### config.mk
export PLATFORM = sky130hd
export DESIGN_NAME = i2c_master_arbiter
export DESIGN_NICKNAME = d
export VERILOG_FILES = /design/src/rtl/i2c_master_arbiter_pkg.sv /design/src/rtl/i2c_master_arbiter_slot.sv /design/src/rtl/i2c_master_arbiter.sv
export SDC_FILE = /design/constraint.sdc
export NUM_CORES = 1
export LEC_CHECK = 0
export CAP_MARGIN = 25
export CELL_PAD_IN_SITES_DETAIL_PLACEMENT = 0
export CELL_PAD_IN_SITES_GLOBAL_PLACEMENT = 2
export CORE_MARGIN = 2
export CORE_UTILIZATION = 31
export CTS_CLUSTER_SIZE = 8
export DETAILED_ROUTE_END_ITERATION = 8
export GPL_ROUTABILITY_DRIVEN = 0
export PLACE_DENSITY = 0.81
export RECOVER_POWER = 25
export SETUP_SLACK_MARGIN = 0.02
export SYNTH_ARGS = -nofsm -noshare
export SYNTH_HDL_FRONTEND = slang
export SYNTH_SLANG_ARGS = --single-unit
### constraint.sdc
create_clock -name clk -period 5.8 [get_ports clk]
set_clock_uncertainty 0.2 [all_clocks]
set_input_delay 1.16 -clock clk [delete_from_list [all_inputs] [get_ports clk]]
set_output_delay 1.16 -clock clk [all_outputs]
set_load 0.01 [all_outputs]
### src/rtl/i2c_master_arbiter_pkg.sv
// Shared command bits, arbiter state encoding and slot payload type for the
// two-port I2C master arbiter.
package i2c_master_arbiter_pkg;

  localparam logic [3:0] CMD_START = 4'b0001;
  localparam logic [3:0] CMD_WRITE = 4'b0010;
  localparam logic [3:0] CMD_READ  = 4'b0100;
  localparam logic [3:0] CMD_STOP  = 4'b1000;

  typedef enum logic [3:0] {
    ST_IDLE  = 4'b0001,
    ST_ISSUE = 4'b0010,
    ST_WAIT  = 4'b0100,
    ST_HOLD  = 4'b1000
  } arb_state_e;

  typedef struct packed {
    logic [3:0] cmd;
    logic [7:0] data;
  } arb_byte_t;

  function automatic logic has_stop(input logic [3:0] c);
    return (c & CMD_STOP) != 4'b0000;
  endfunction

endpackage

### src/rtl/i2c_master_arbiter_slot.sv
// Per-port capture register: holds one pending byte request until the
// arbiter issues it to the master.
module i2c_arb_slot
  import i2c_master_arbiter_pkg::*;
(
  input  logic      clk,
  input  logic      rst_n,
  input  logic      load,
  input  logic      clear,
  input  arb_byte_t in_byte,
  output logic      valid,
  output arb_byte_t slot_byte
);

  // NOTE: the payload is reset as well as the valid bit, so nothing undefined
  // can ever be muxed onto the master bus.
  always_ff @(posedge clk or negedge rst_n) begin
    if (!rst_n) begin
      valid     <= 1'b0;
      slot_byte <= '0;
    end else if (clear) begin
      valid <= 1'b0;
    end else if (load && !valid) begin
      valid     <= 1'b1;
      slot_byte <= in_byte;
    end
  end

endmodule

### src/rtl/i2c_master_arbiter.sv
// Two-port arbiter in front of the shared I2C master; holds the grant from the
// first byte to the STOP byte. Optional HOLD watchdog under I2C_ARB_WDOG_EN.
module i2c_master_arbiter
  import i2c_master_arbiter_pkg::*;
#(
  parameter int WDOG_CYCLES = 1_000_000
) (
  input  logic       clk,
  input  logic       rst_n,
  input  logic       req0,
  input  logic [3:0] cmd0,
  input  logic [7:0] dout0,
  output logic       done0,
  output logic [7:0] din0,
  input  logic       req1,
  input  logic [3:0] cmd1,
  input  logic [7:0] dout1,
  output logic       done1,
  output logic [7:0] din1,
  output logic       req,
  output logic [3:0] cmd,
  output logic [7:0] dout,
  input  logic       done,
  input  logic [7:0] din,
  output logic       busy,
  output logic       owner,
  output logic       wdog_err
);

  arb_state_e state, next_state;
  arb_byte_t  in0, in1, slot0, slot1, grant_byte;
  logic       valid0, valid1;
  logic       rr, issued_stop;
  logic       winner, grant_port, owner_valid;
  logic       issue_next, release_lock, wdog_expire;

  assign in0 = '{cmd: cmd0, data: dout0};
  assign in1 = '{cmd: cmd1, data: dout1};

  i2c_arb_slot u_slot0 (
    .clk       (clk),
    .rst_n     (rst_n),
    .load      (req0),
    .clear     (state == ST_ISSUE && !owner),
    .in_byte   (in0),
    .valid     (valid0),
    .slot_byte (slot0)
  );

  i2c_arb_slot u_slot1 (
    .clk       (clk),
    .rst_n     (rst_n),
    .load      (req1),
    .clear     (state == ST_ISSUE && owner),
    .in_byte   (in1),
    .valid     (valid1),
    .slot_byte (slot1)
  );

  // In IDLE the byte comes from the new winner, otherwise from the lock owner.
  assign winner      = (valid0 && valid1) ? rr : valid1;
  assign grant_port  = (state == ST_IDLE) ? winner : owner;
  assign grant_byte  = grant_port ? slot1 : slot0;
  assign owner_valid = owner ? valid1 : valid0;
  assign issue_next  = (next_state == ST_ISSUE);

  // NOTE: every signal written here gets a default first, so no path through
  // the case can leave one unassigned and infer a latch.
  always_comb begin
    next_state   = state;
    release_lock = 1'b0;
    unique case (state)
      ST_IDLE:  if (valid0 || valid1) next_state = ST_ISSUE;
      ST_ISSUE: next_state = ST_WAIT;
      ST_WAIT: begin
        if (done) begin
          if (issued_stop) begin
            next_state   = ST_IDLE;
            release_lock = 1'b1;
          end else begin
            next_state = ST_HOLD;
          end
        end
      end
      ST_HOLD: begin
        if (owner_valid) begin
          next_state = ST_ISSUE;
        end else if (wdog_expire) begin
          next_state   = ST_IDLE;
          release_lock = 1'b1;
        end
      end
      default: next_state = ST_IDLE;
    endcase
  end

  // NOTE: non-blocking assignments so every register here samples the
  // pre-edge values of the others, independent of statement order.
  always_ff @(posedge clk or negedge rst_n) begin
    if (!rst_n) begin
      state       <= ST_IDLE;
      req         <= 1'b0;
      cmd         <= '0;
      dout        <= '0;
      owner       <= 1'b0;
      busy        <= 1'b0;
      rr          <= 1'b0;
      issued_stop <= 1'b0;
    end else begin
      state <= next_state;
      req   <= issue_next;
      cmd   <= issue_next ? grant_byte.cmd  : 4'h0;
      dout  <= issue_next ? grant_byte.data : 8'h00;
      if (issue_next) issued_stop <= has_stop(grant_byte.cmd);
      if (state == ST_IDLE && issue_next) begin
        owner <= winner;
        busy  <= 1'b1;
      end
      if (release_lock) begin
        busy <= 1'b0;
        rr   <= ~owner;
      end
    end
  end

  assign done0 = done && (state == ST_WAIT) && !owner;
  assign done1 = done && (state == ST_WAIT) && owner;
  assign din0  = owner ? 8'h00 : din;
  assign din1  = owner ? din : 8'h00;

`ifdef I2C_ARB_WDOG_EN
  localparam int CNT_W = (WDOG_CYCLES > 1) ? $clog2(WDOG_CYCLES) : 1;
  logic [CNT_W-1:0] wdog_cnt;

  // A byte already waiting from the owner takes precedence over expiry.
  assign wdog_expire = (state == ST_HOLD) && !owner_valid &&
                       (wdog_cnt == CNT_W'(WDOG_CYCLES - 1));

  always_ff @(posedge clk or negedge rst_n) begin
    if (!rst_n) begin
      wdog_cnt <= '0;
      wdog_err <= 1'b0;
    end else begin
      if (state == ST_HOLD && next_state == ST_HOLD) wdog_cnt <= wdog_cnt + 1'b1;
      else                                           wdog_cnt <= '0;
      if (wdog_expire) wdog_err <= 1'b1;
    end
  end
`else
  assign wdog_expire = 1'b0;
  // Watchdog compiled out: the flag is constant low for any legal timeout.
  assign wdog_err    = (WDOG_CYCLES < 0);
`endif

endmodule

==> flow_summary_export.csv <==
group,metric,value,unit
detailed_routing,wl,4.84,mm
sta,slew_violations,0,
clocking,clk_path_buf_depth,2,
clocking,postCtsSetupBuffers,0,
global_route,grt_pass1_wl,8.06,mm
critical_path,cp_common_cell,"clkdlybuf4s50_1",
global_route,antenna_found_initial,0,
hold_path,whs_path_depth,1,
global_route,grt_max_degree,26,
sta,hold_ws,0.308,ns
floorplan,dieArea,0.00779,mm2
detailed_routing,drc_errors,0,
sta,finalSetupViolCount,0,
clocking,cts_tree,"built",
detailed_routing,vias_per_cell,4.57,
final_layout,drive_gt1_share,16.1,%
clocking,clock_latency,0.30,ns
yosys,syn_area_per_cell,11.6,um2
clocking,hold_buffers,0,
hold_path,hp-class,"reg2reg",
clocking,clock_sinks,47,
critical_path,cpPeakStageDelay,0.53,ns
detailed_routing,wire_per_inst,13.8,um
yosys,synth_fp_nets,226,
critical_path,worstPathRequired,4.44,ns
critical_path,cp_slowest_cell,"clkdlybuf4s50_1",
final_layout,final_nets,290,
sta,period_minus_slack,4.08,ns
floorplan,pin_count,71,
critical_path,cp-end-kind,"primary output",
run,drv_cap,0,
yosys,synth_seq_area_share,53.5,%
final_layout,syn2layout_area_growth,37.9,%
floorplan,row_count,30,
floorplan,fp.dieW,88.3,um
final_layout,fill_cells,660,
hold_path,min_to,"u_slot1.slot_byte[9]$_DFFE_PN0P_",
yosys,ys_top_cells_by_area,"dfrtp_1 52%, mux2_2 7.7%, mux2_4 6.8%",
clocking,cts_resized,0,
yosys,ys_seq_elements,47,
yosys,syn-cell-area,0.00220,mm2
critical_path,r2r_start,"owner$_DFFE_PN0P_",
critical_path,path_max_fanout,3,
critical_path,cp-start-kind,"primary input",
placed_design,portBuffers,69,
sta,rsz0062_at_grt,"no",
critical_path,cp.arrival,2.72,ns
floorplan,fp.coreArea,0.00683,mm2
critical_path,r2r-end,"u_slot1.slot_byte[4]$_DFFE_PN0P_",
placed_design,preCtsSetupSlack,1.71,ns
yosys,synth_cells,189,
pwr,leakagePower,1.26,nW
sta,finalCritPeriodShare,70.4,%
final_layout,final_cell_mix,"68 x clkdlybuf4s50_1, 46 x dfrtp_1, 18 x o21ai_0",
yosys,yosysWarningCount,0,
global_route,grt_usage,13.4,%
detailed_routing,dr.pass1.iters,4,
sta,max_freq,245,MHz
status,outcome,"complete, no violations",
placed_design,hpwlAfterDp,3.58,mm
sta,relSlewSlack,9.38,%
global_route,overflow,0,
pwr,ir_drop,149,uV
yosys,synth_area_leader_cell,"dfrtp_1",
floorplan,chipHeight,88.3,um
clocking,clockRootBuffer,"clkbuf_8",
hold_path,worstHoldStart,"u_slot1.slot_byte[9]$_DFFE_PN0P_",
critical_path,reg2regPathDepth,4,
critical_path,critPathKind,"in2out",
sta,hold_violations,0,
detailed_routing,drt_iter0_drc,80,
clocking,h-tree-depth,2,
final_layout,num_antenna_cells,0,
pwr,cellPowerDensity,471,mW/mm2
detailed_routing,ant_nets,0,
clocking,numCtsBuffers,5,
critical_path,crit_chain,"clkdlybuf4s50_1 -> nand2_1 -> nor4_1 -> and2_1 -> clkdlybuf4s50_1",
sta,finalWorstSetupSlack,1.72,ns
global_route,grt_pass1_vias,1584,
clocking,clkTransAtPathRegs,0.09,ns
critical_path,regToRegSetupSlack,3.35,ns
detailed_routing,routed-via-count,1599,
yosys,synth_cell_types,35,
final_layout,final_common_cell,"clkdlybuf4s50_1",
sta,worst_slew_pin_slew,1.36,ns
sta,fin_tns_setup,0,ns
yosys,yosysTopAreaCellShare,52.3,%
floorplan,initial_core_util,32.2,%
synth_stat cells:
library cell,number
nor4_1,3
nor4b_4,1
nand3_1,13
and3_1,1
buf_6,4
or4_1,1
dfstp_2,1
nor2_1,5
buf_2,2
o21a_1,2
nand2_1,4
clkbuf_1,5
nor2b_1,8
dfrtp_1,46
o21ai_0,18
nor3_1,4
inv_1,4
and2_1,10
or4b_4,1
a221oi_1,1
nand2b_4,1
a31oi_1,2
a21oi_1,15
inv_2,1
conb_1,1
and3b_4,1
mux2i_1,1
mux2_2,15
or3b_2,1
or4b_1,1
mux2_4,10
o211a_1,1
o22ai_2,1
buf_4,2
nand2b_1,2
final cells by class:
class                      instances  area [um2]  share of cell area (%)
clock inverter                     3        46.3                    1.53
inverter                           5        18.8                   0.618
tap                               96         120                    3.96
timing repair buffer              70         688                    22.7
sequential                        47        1180                    38.8
clock buffer                       5        68.8                    2.27
multi-input combinational        124         916                    30.2
flip-flops by register name (all words and copies together), names as in the netlist:
register,flops
u_slot1.slot_byte,12
state,4
u_slot0.slot_byte,12
busy,1
cmd,4
req,1
rr,1
dout,8
issued_stop,1
u_slot1.valid,1
owner,1
u_slot0.valid,1
routing by layer:
metal | share of wire (%) | track usage [%] | wire, um
met1 | 50 | 20.3 | 2410
met2 | 43 | 19.5 | 2100
met3 | 5.5 | 2.52 | 268
met4 | 1.1 | 3.72 | 54
met5 | 0 | 0 | 0
cells by family after synthesis:
family,share of synthesized area (%)
flops,53.5
buf+inv,4.89
other cells,0.170
simple gates,16.3
mux,15.0
compound gates,10.2
metrics by stage:
step	instances	instance area, um2	power (mW)	utilization (%)
2_1_floorplan	189	2200	0.984	-
3_3_place_gp	341	2920	1.19	42.7
3_5_place_dp	342	2940	1.20	43.0
4_1_cts	350	3050	1.45	44.7
5_1_grt	350	3040	1.55	44.4
6_report	350	3040	1.43	44.4
worst max-delay path: cells and delay by family:
family,cells,cell delay (ns)
simple gates,3,0.55
buf+inv,2,1.01
where the power goes:
| group | leakage [nW] | switching (mW) | internal [mW] |
|---|---|---|---|
| Clock | 0.0548 | 0.114 | 0.130 |
| Combinational | 0.627 | 0.269 | 0.331 |
| Sequential | 0.578 | 0.120 | 0.467 |
worst max path at each step:
| stage | slack [ns] | cells after the start | to | start |
|---|---|---|---|---|
| 6_report | 1.72 | 5 | done0 | done |
| 5_1_grt | 1.64 | 5 | done0 | done |
| 4_1_cts | 1.71 | 5 | done1 | done |
| 3_5_place_dp | 1.71 | 5 | done1 | done |
| 3_3_place_gp | 1.74 | 5 | done1 | done |
| 2_1_floorplan | 2.77 | 3 | done0 | done |
No activity file was read; power rests on OpenSTA's default activity.
